$ cat config.mk
export PLATFORM = sky130hd
export DESIGN_NAME = load_use_scoreboard
export DESIGN_NICKNAME = d
export VERILOG_FILES = /design/src/rtl/load_use_scoreboard.sv
export SDC_FILE = /design/constraint.sdc
export NUM_CORES = 1
export LEC_CHECK = 0
export BUFFER_PORTS_ARGS = -buffer_cell sky130_fd_sc_hd__buf_4
export CORE_MARGIN = 3
export CORE_UTILIZATION = 64
export DETAILED_ROUTE_END_ITERATION = 7
export GPL_ROUTABILITY_DRIVEN = 0
export PLACE_DENSITY = 0.87
export SYNTH_ARGS = -nofsm -noshare
export SYNTH_HDL_FRONTEND = slang
export SYNTH_SLANG_ARGS = --single-unit
export TNS_END_PERCENT = 30
$ cat constraint.sdc
create_clock -name clk -period 5.38 [get_ports clk]
set_clock_uncertainty 0.15 [all_clocks]
set_input_delay 0.269 -clock clk [delete_from_list [all_inputs] [get_ports clk]]
set_output_delay 0.269 -clock clk [all_outputs]
set_load 0.01 [all_outputs]
$ cat src/rtl/load_use_scoreboard.sv
// rtl/load_use_scoreboard.sv - decode-stage load-use hazard scoreboard
// Optional stall cycle counter enabled by SCOREBOARD_STATS_EN.
module load_use_scoreboard #(
  parameter  int NUM_REGS = 16,
  parameter  int CNT_W    = 2,
  localparam int IDX_W    = $clog2(NUM_REGS)
) (
  input  logic                clk,
  input  logic                rst_n,
  input  logic                id_valid,
  input  logic [IDX_W-1:0]    id_rs1,
  input  logic [IDX_W-1:0]    id_rs2,
  input  logic                id_use_rs1,
  input  logic                id_use_rs2,
  input  logic                id_is_load,
  input  logic [IDX_W-1:0]    id_reg_dst,
  input  logic                ex_hold,
  input  logic                wb_load_wr,
  input  logic [IDX_W-1:0]    wb_dst,
  output logic                stall,
  output logic                issue,
  output logic [NUM_REGS-1:0] pending_mask,
`ifdef SCOREBOARD_STATS_EN
  output logic [31:0]         stall_cycles,
`endif
  output logic                overflow_err
);

  localparam logic [CNT_W-1:0] CNT_MAX = '1;
  localparam logic [CNT_W-1:0] CNT_ONE = CNT_W'(1);

  logic [CNT_W-1:0]    cnt [NUM_REGS];
  logic [NUM_REGS-1:0] inc_vec;
  logic [NUM_REGS-1:0] dec_vec;
  logic                raw1;
  logic                raw2;
  logic                full;

  // A load retiring as the last pending one is picked up by the decode bypass.
  always_comb begin
    raw1  = id_use_rs1 && (cnt[id_rs1] != '0) &&
            !(wb_load_wr && (wb_dst == id_rs1) && (cnt[id_rs1] == CNT_ONE));
    raw2  = id_use_rs2 && (cnt[id_rs2] != '0) &&
            !(wb_load_wr && (wb_dst == id_rs2) && (cnt[id_rs2] == CNT_ONE));
    full  = id_is_load && (cnt[id_reg_dst] == CNT_MAX) &&
            !(wb_load_wr && (wb_dst == id_reg_dst));
    stall = id_valid && (raw1 || raw2 || full);
    issue = id_valid && !stall && !ex_hold;
  end

  always_comb begin
    inc_vec = '0;
    dec_vec = '0;
    for (int i = 0; i < NUM_REGS; i++) begin
      inc_vec[i]      = issue && id_is_load && (id_reg_dst == IDX_W'(i));
      dec_vec[i]      = wb_load_wr && (wb_dst == IDX_W'(i));
      pending_mask[i] = (cnt[i] != '0);
    end
  end

  always_ff @(posedge clk or negedge rst_n) begin
    if (!rst_n) begin
      for (int i = 0; i < NUM_REGS; i++) cnt[i] <= '0;
    end else begin
      for (int i = 0; i < NUM_REGS; i++) begin
        if (inc_vec[i] && !dec_vec[i]) begin
          cnt[i] <= cnt[i] + CNT_ONE;
        end else if (dec_vec[i] && !inc_vec[i] && (cnt[i] != '0)) begin
          cnt[i] <= cnt[i] - CNT_ONE;
        end
      end
    end
  end

  // Any retire against an empty counter means the pipeline lost track of a load.
  always_ff @(posedge clk or negedge rst_n) begin
    if (!rst_n) begin
      overflow_err <= 1'b0;
    end else if (|(dec_vec & ~pending_mask)) begin
      overflow_err <= 1'b1;
    end
  end

`ifdef SCOREBOARD_STATS_EN
  always_ff @(posedge clk or negedge rst_n) begin
    if (!rst_n) begin
      stall_cycles <= '0;
    end else if (stall && (stall_cycles != 32'hFFFF_FFFF)) begin
      stall_cycles <= stall_cycles + 32'd1;
    end
  end
`endif

endmodule

Yosys cells after proc, flatten, opt, wreduce, memory -nomap -nowiden

Index checks and enable logic that the tools add are counted.

Equal/unequal tests: 36
Bitwise operators: 5
Add/subtract/negate cells: 32
Magnitude comparators: 3
Mux-type cells: 41
Reductions and logical operators: 171

Operators by type and width:

| operator                                                            | count |
|---|---|
| 1-bit logical AND                                                   | 95 |
| 2-bit 2-to-1 mux                                                    | 38 |
| 2-bit nonzero test                                                  | 34 |
| 4-bit == test (second input constant)                               | 16 |
| 1-bit logical NOT                                                   | 37 |
| 2-bit by 1-bit adder with 2-bit output (second input constant)      | 16 |
| 4-bit by 3-bit == test with 1-bit output (second input constant)    | 8 |
| 2-bit by 1-bit subtractor with 2-bit output (second input constant) | 16 |
| 2-bit binary-select mux with 4-bit select                           | 3 |
| 16-bit AND                                                          | 1 |
| 4-bit by 2-bit == test with 1-bit output (second input constant)    | 4 |
| 16-bit NOT                                                          | 1 |
| 16-bit OR reduction                                                 | 1 |
| 5-bit greater-or-equal comparator (second input constant)           | 3 |
| 4-bit NOT with 5-bit output                                         | 3 |
| 4-bit == test                                                       | 3 |
| 4-bit by 1-bit == test with 1-bit output (second input constant)    | 2 |
| 4-bit logical NOT                                                   | 2 |
| 2-bit by 1-bit == test with 1-bit output (second input constant)    | 2 |
| 2-bit == test (second input constant)                               | 1 |
| 1-bit logical OR                                                    | 2 |

Output and inout port bits: 19
Logic and storage cells: 305
Register bits: 33
Input bits: 24

Longest topological paths before layout

Depth in word-level cells: 21
Gate-level depth with buffers: 11
Mapped depth without buffers: 7

Worst setup path after synthesis

Ideal clock, no wire load.

Path kind: in2out
Start: input port id_reg_dst[0]
End: output port issue
Path buffers: 3
Path slack: 2.738 ns
Required time: 4.961 ns
Data arrival time: 2.223 ns
Stages on the path: 9
Cells stage by stage: buf_2 -> buf_2 -> mux4_2 -> a22oi_1 -> nand3_1 -> and4_4 -> a211oi_2 -> buf_2 -> and2_1

Longest elaborated chain between the ends: 12
Elaborated cells between the ends (all ways): 15
Classes of those cells: eq/ne (2); mux (3); bitwise (1); reduce/logical (9)

RTL lines:

| what                                                | line | RTL |
|---|---|---|
| start: declaration                                  | 16   | `input logic [IDX_W-1:0] id_reg_dst,` |
| 4-bit NOT with 5-bit output (implied by the code)   | 45   | `full = id_is_load && (cnt[id_reg_dst] == CNT_MAX) &&` |
| 2-bit binary-select mux with 4-bit select           | 45   |  |
| 2-bit 2-to-1 mux (implied by the code) (2 in a row) | 45   |  |
| 2-bit == test                                       | 45   |  |
| 1-bit logical AND                                   | 45   |  |
| 1-bit logical AND *                                 | 45   |  |
| 1-bit logical OR *                                  | 47   | `stall = id_valid && (raw1 \|\| raw2 \|\| full);` |
| 1-bit logical AND *                                 | 47   |  |
| 1-bit logical NOT *                                 | 48   | `issue = id_valid && !stall && !ex_hold;` |
| 1-bit logical AND * (2 in a row)                    | 48   |  |
| end: declaration                                    | 21   | `output logic issue,` |

Every way passes the cells marked *; elsewhere a longest branch is shown, timed or not. The select of a mux whose other input is x is not followed.

Worst setup path after layout

Start: register cnt[31] in the netlist's numbering
End: output port issue

Longest elaborated chain between the ends: 13
Elaborated cells between the ends (all ways): 30
Classes of those cells: eq/ne (3); mux (9); reduce/logical (18)

RTL lines:

| what                                                                | line   | RTL |
|---|---|---|
| start: declaration                                                  | 32     | `logic [CNT_W-1:0] cnt [NUM_REGS];` |
| start signal: indexed assignment                                    | 67     | `cnt[i] <= cnt[i] + CNT_ONE;` |
| start signal: indexed assignment                                    | 69     | `cnt[i] <= cnt[i] - CNT_ONE;` |
| 2-bit binary-select mux with 4-bit select, on equally long branches | n/a    |  |
| 2-bit 2-to-1 mux, on equally long branches (2 in a row)             | n/a    |  |
| 2-bit by 1-bit == test with 1-bit output, on equally long branches  | 42, 44 |  |
| 1-bit logical AND, on equally long branches                         | 42, 44 |  |
| 1-bit logical NOT, on equally long branches                         | 42, 44 |  |
| 1-bit logical AND, on equally long branches                         | 41, 43 |  |
| 1-bit logical OR                                                    | 47     |  |
| 1-bit logical OR *                                                  | 47     |  |
| 1-bit logical AND *                                                 | 47     |  |
| 1-bit logical NOT *                                                 | 48     |  |
| 1-bit logical AND * (2 in a row)                                    | 48     |  |

Marks and branches as above.

==> results by group <==
Yosys
  – Post-Synthesis Mean Instance Area: 8.20 um2
  – Syn Inst Count: between 400 and 500
  – Netlist cell types: between 40 and 50
  – Flops & latches, synth: 33
  – Cell type contributing the most total cell area after synthesis: sky130_fd_sc_hd__dfrtp_1
  – Register area share after synthesis: 0.242
  – Warnings from Yosys: 0
  – Synthesized Nets: 440
  – Mapped cell area: between 3000 and 4000 um2
  – Post-synth EDFFs: 0
  – Ranking of synthesized cells by area: sky130_fd_sc_hd__dfrtp_1 24%, sky130_fd_sc_hd__mux4_2 17%, sky130_fd_sc_hd__nand2_1 5.7%
  – Area share of the leading cell type in the synthesized netlist: 0.242
  – Primary flip-flop cell chosen by synthesis mapping: sky130_fd_sc_hd__dfrtp_1
  – Proportion of synthesized flip-flops having asynchronous set or reset: 1.00

Floorplanning
  – Starting Density: 0.690
  – Core region area: just under 5000 um2
  – Floorplan die height: slightly below 80 um
  – Std cell rows: 25
  – DIE WIDTH: 79 um
  – Number of top-level pins: between 40 and 50
  – Overall die area: between 6000 and 7000 um2

Critical path
  – Reg2Reg Launch Point: cnt[31]
  – WP data required: between 4 and 5 ns
  – Worst endpoint data arrival time: approximately 3.1 ns
  – Category of the critical setup timing path: reg2out
  – End of the worst register-to-register path: cnt[10]
  – Setup slack, reg-to-reg: 1.94 ns
  – Crit Path Max Fanout: 21
  – Worst r2r path cells: 8
  – Crit path capture type: output port
  – Type of origin of the critical path: register

Drt
  – Total number of vias: about 3800
  – Via density per instance: between 7 and 8
  – Final Routed Wirelength: around 11000 um
  – Number of iterations in the first detailed-routing pass: 6
  – Antenna violation net count after detailed routing: 0
  – Starting DRT DRC Count: between 600 and 700
  – Wire length per cell after detailed routing: about 21 um
  – Drt drc: 0

STA
  – Worst hold slack after final layout: between 0.2 and 0.3 ns
  – Relative slew slack: 0.219
  – Post-route clock period utilization: 0.660
  – Total setup violations reported at the end of the flow: 0
  – Unrepaired setup endpoints after global routing: false
  – Peak Freq: between 200 and 300 MHz
  – Slew @ Worst Pin: between 1 and 1.5 ns
  – Final-report max-slew violation count: 0
  – Final number of hold-violating endpoints: 0
  – Setup TNS: 0 ns
  – Post-layout minimum cycle time: approximately 3.5 ns

Hold path
  – Class of the worst hold path: in2async

Place
  – Post-detailed-placement half-perimeter wirelength: 7570 um
  – Count of port buffers added during placement: 42

Clock network
  – Clock net sink count: 33
  – Post-CTS setup buffer count: 0
  – Source-to-sink clock delay at the later pin of the worst-skew pair: 0.29 ns
  – Number of H-tree levels: 2
  – Maximum clock insertion buffer count: 2
  – Total clock buffers created by CTS: 5
  – Clock-pin slew on the worst setup and hold paths: 0.07 ns
  – TritonCTS clock tree: done
  – Clock root cell: sky130_fd_sc_hd__clkbuf_8

Global route
  – First-pass GRT wire length: ~18000 um
  – Antenna violations before repair: 0
  – Via count of the first global-routing pass: between 3000 and 4000
  – Total GRT Usage: 0.366
  – Overflow left after global routing: 0
  – Pin count of the biggest net entering global routing: 34

Power
  – Maximum VDD drop: 0.179 mV
  – Leakage: ~1.6 nW
  – Areal power density over the cells: 222 nW/um2

Flow run
  – Count of maximum capacitance violations: 0

Layout
  – Area of all sequential standard cells: ~830 um2
  – ANT cells: 0
  – Area growth from synthesis to layout: 11.0%
  – Final net count: 465
  – Fill cell instance count of the final layout: approximately 370
  – Ratio of cells with drive above 1 in the final layout: 0.215
  – Area used by multi-input combinational logic: 2430 um2

Run status
  – Status: complete, no violations
## Yosys cell counts (3+ instances only)
cell and instances:
sky130_fd_sc_hd__a21oi_1 6, sky130_fd_sc_hd__a32o_1 5, sky130_fd_sc_hd__and2_1 13, sky130_fd_sc_hd__and3_1 3
sky130_fd_sc_hd__buf_2 9, sky130_fd_sc_hd__clkbuf_1 14, sky130_fd_sc_hd__dfrtp_1 33, sky130_fd_sc_hd__inv_1 10
sky130_fd_sc_hd__mux4_2 26, sky130_fd_sc_hd__nand2_1 52, sky130_fd_sc_hd__nand2b_1 3, sky130_fd_sc_hd__nand3_1 34
sky130_fd_sc_hd__nand4_1 11, sky130_fd_sc_hd__nor2_1 52, sky130_fd_sc_hd__nor2b_1 8, sky130_fd_sc_hd__nor3_1 17
sky130_fd_sc_hd__nor3b_1 13, sky130_fd_sc_hd__nor4_1 4, sky130_fd_sc_hd__o2111ai_1 9, sky130_fd_sc_hd__o211ai_1 12
sky130_fd_sc_hd__o21ai_0 14, sky130_fd_sc_hd__o22ai_1 7, sky130_fd_sc_hd__o2bb2ai_1 11, sky130_fd_sc_hd__or2_2 15
sky130_fd_sc_hd__xnor2_1 5, sky130_fd_sc_hd__xor2_1 7
## placed cells by master (no fill, tap or decap), drive strengths merged, types with 12 or more instances in the layout
cell,netlist,layout
nor2,52,52
dfrtp,33,33
nor3b,13,13
and2,13,13
nor3,17,17
buf,12,43
or2,15,15
nand2,52,52
nand3,34,34
o21ai,15,15
mux4,26,26
o211ai,12,12
## logic make-up (layout without fill, tap and decap cells)
| family | count (synthesis) | in the layout | share of synthesized area |
|---|---|---|---|
| flip-flops | 33 | 33 | 0.242 |
| XOR/XNOR | 12 | 12 | 0.0308 |
| multiplexers | 28 | 28 | 0.178 |
| AO/OA/AOI/OAI | 75 | 75 | 0.161 |
| buffers and inverters | 36 | 62 | 0.0484 |
| AND/OR/NAND/NOR | 232 | 232 | 0.340 |
## metal layers
metal / track usage / vias up / routed length (um)
li1: - / 1605 / -
met1: 0.495 / 1728 / 3820
met2: 0.549 / 359 / 4730
met3: 0.0828 / 81 / 1730
met4: 0.192 / 0 / 634
met5: 0 / - / 0
## cell type report
cell class,instances,area share
clock buffer,8,0.0211
inverter,10,0.00991
sequential,33,0.218
tap,67,0.0221
multi-input combinational,347,0.641
timing repair buffer,44,0.0879
## worst max-delay path by stage
stage / startpoint / endpoint / slack (ns)
finish: cnt[31] / issue / 1.83
global route: cnt[31] / issue / 1.74
CTS: cnt[31] / issue / 1.92
detailed placement: id_reg_dst[0] / cnt[24] / 1.92
global placement: id_reg_dst[0] / cnt[8] / 2.02
floorplan: id_reg_dst[0] / issue / 2.74
## registers in the layout, summed over array words and instances (netlist names)
signal,count
cnt,32
overflow_err,1
## critical path: stages (launching register included)
cell and delay, ns:
sky130_fd_sc_hd__dfrtp_1 0.48, sky130_fd_sc_hd__mux4_2 0.50, sky130_fd_sc_hd__mux4_2 0.47, sky130_fd_sc_hd__nand2_1 0.10
sky130_fd_sc_hd__o41ai_1 0.20, sky130_fd_sc_hd__a211oi_4 0.74, sky130_fd_sc_hd__and2_1 0.23, sky130_fd_sc_hd__buf_4 0.12
## through the flow
stage                     std cells  power [W]  setup slack (ns)  utilization  cell area (um2)
final                           509   0.000841              1.83        0.766             3790
after global routing            509   0.000883              1.74        0.766             3790
after CTS                       509   0.000831              1.92        0.766             3790
after detailed placement        500   0.000646              1.92        0.748             3700
after global placement          500   0.000635              2.02        0.748             3700
after floorplan                 416   0.000539              2.74            -             3410
## power breakdown
| part | leakage (nW) | total, W | switching [W] | internal, W |
|---|---|---|---|---|
| combinational | 1.11 | 0.000320 | 0.000172 | 0.000147 |
| clock | 0.0395 | 0.000186 | 0.0000937 | 0.0000920 |
| sequential | 0.431 | 0.000336 | 0.0000614 | 0.000274 |
## what timing repair did
| item | 4_1_cts | 5_1_grt |
|---|---|---|
| endpoints found under the hold margin | 33 | 0 |
| gates resized for setup | 0 | 0 |
| hold buffers | 1 | 0 |
(Power assumes the default switching activity.)
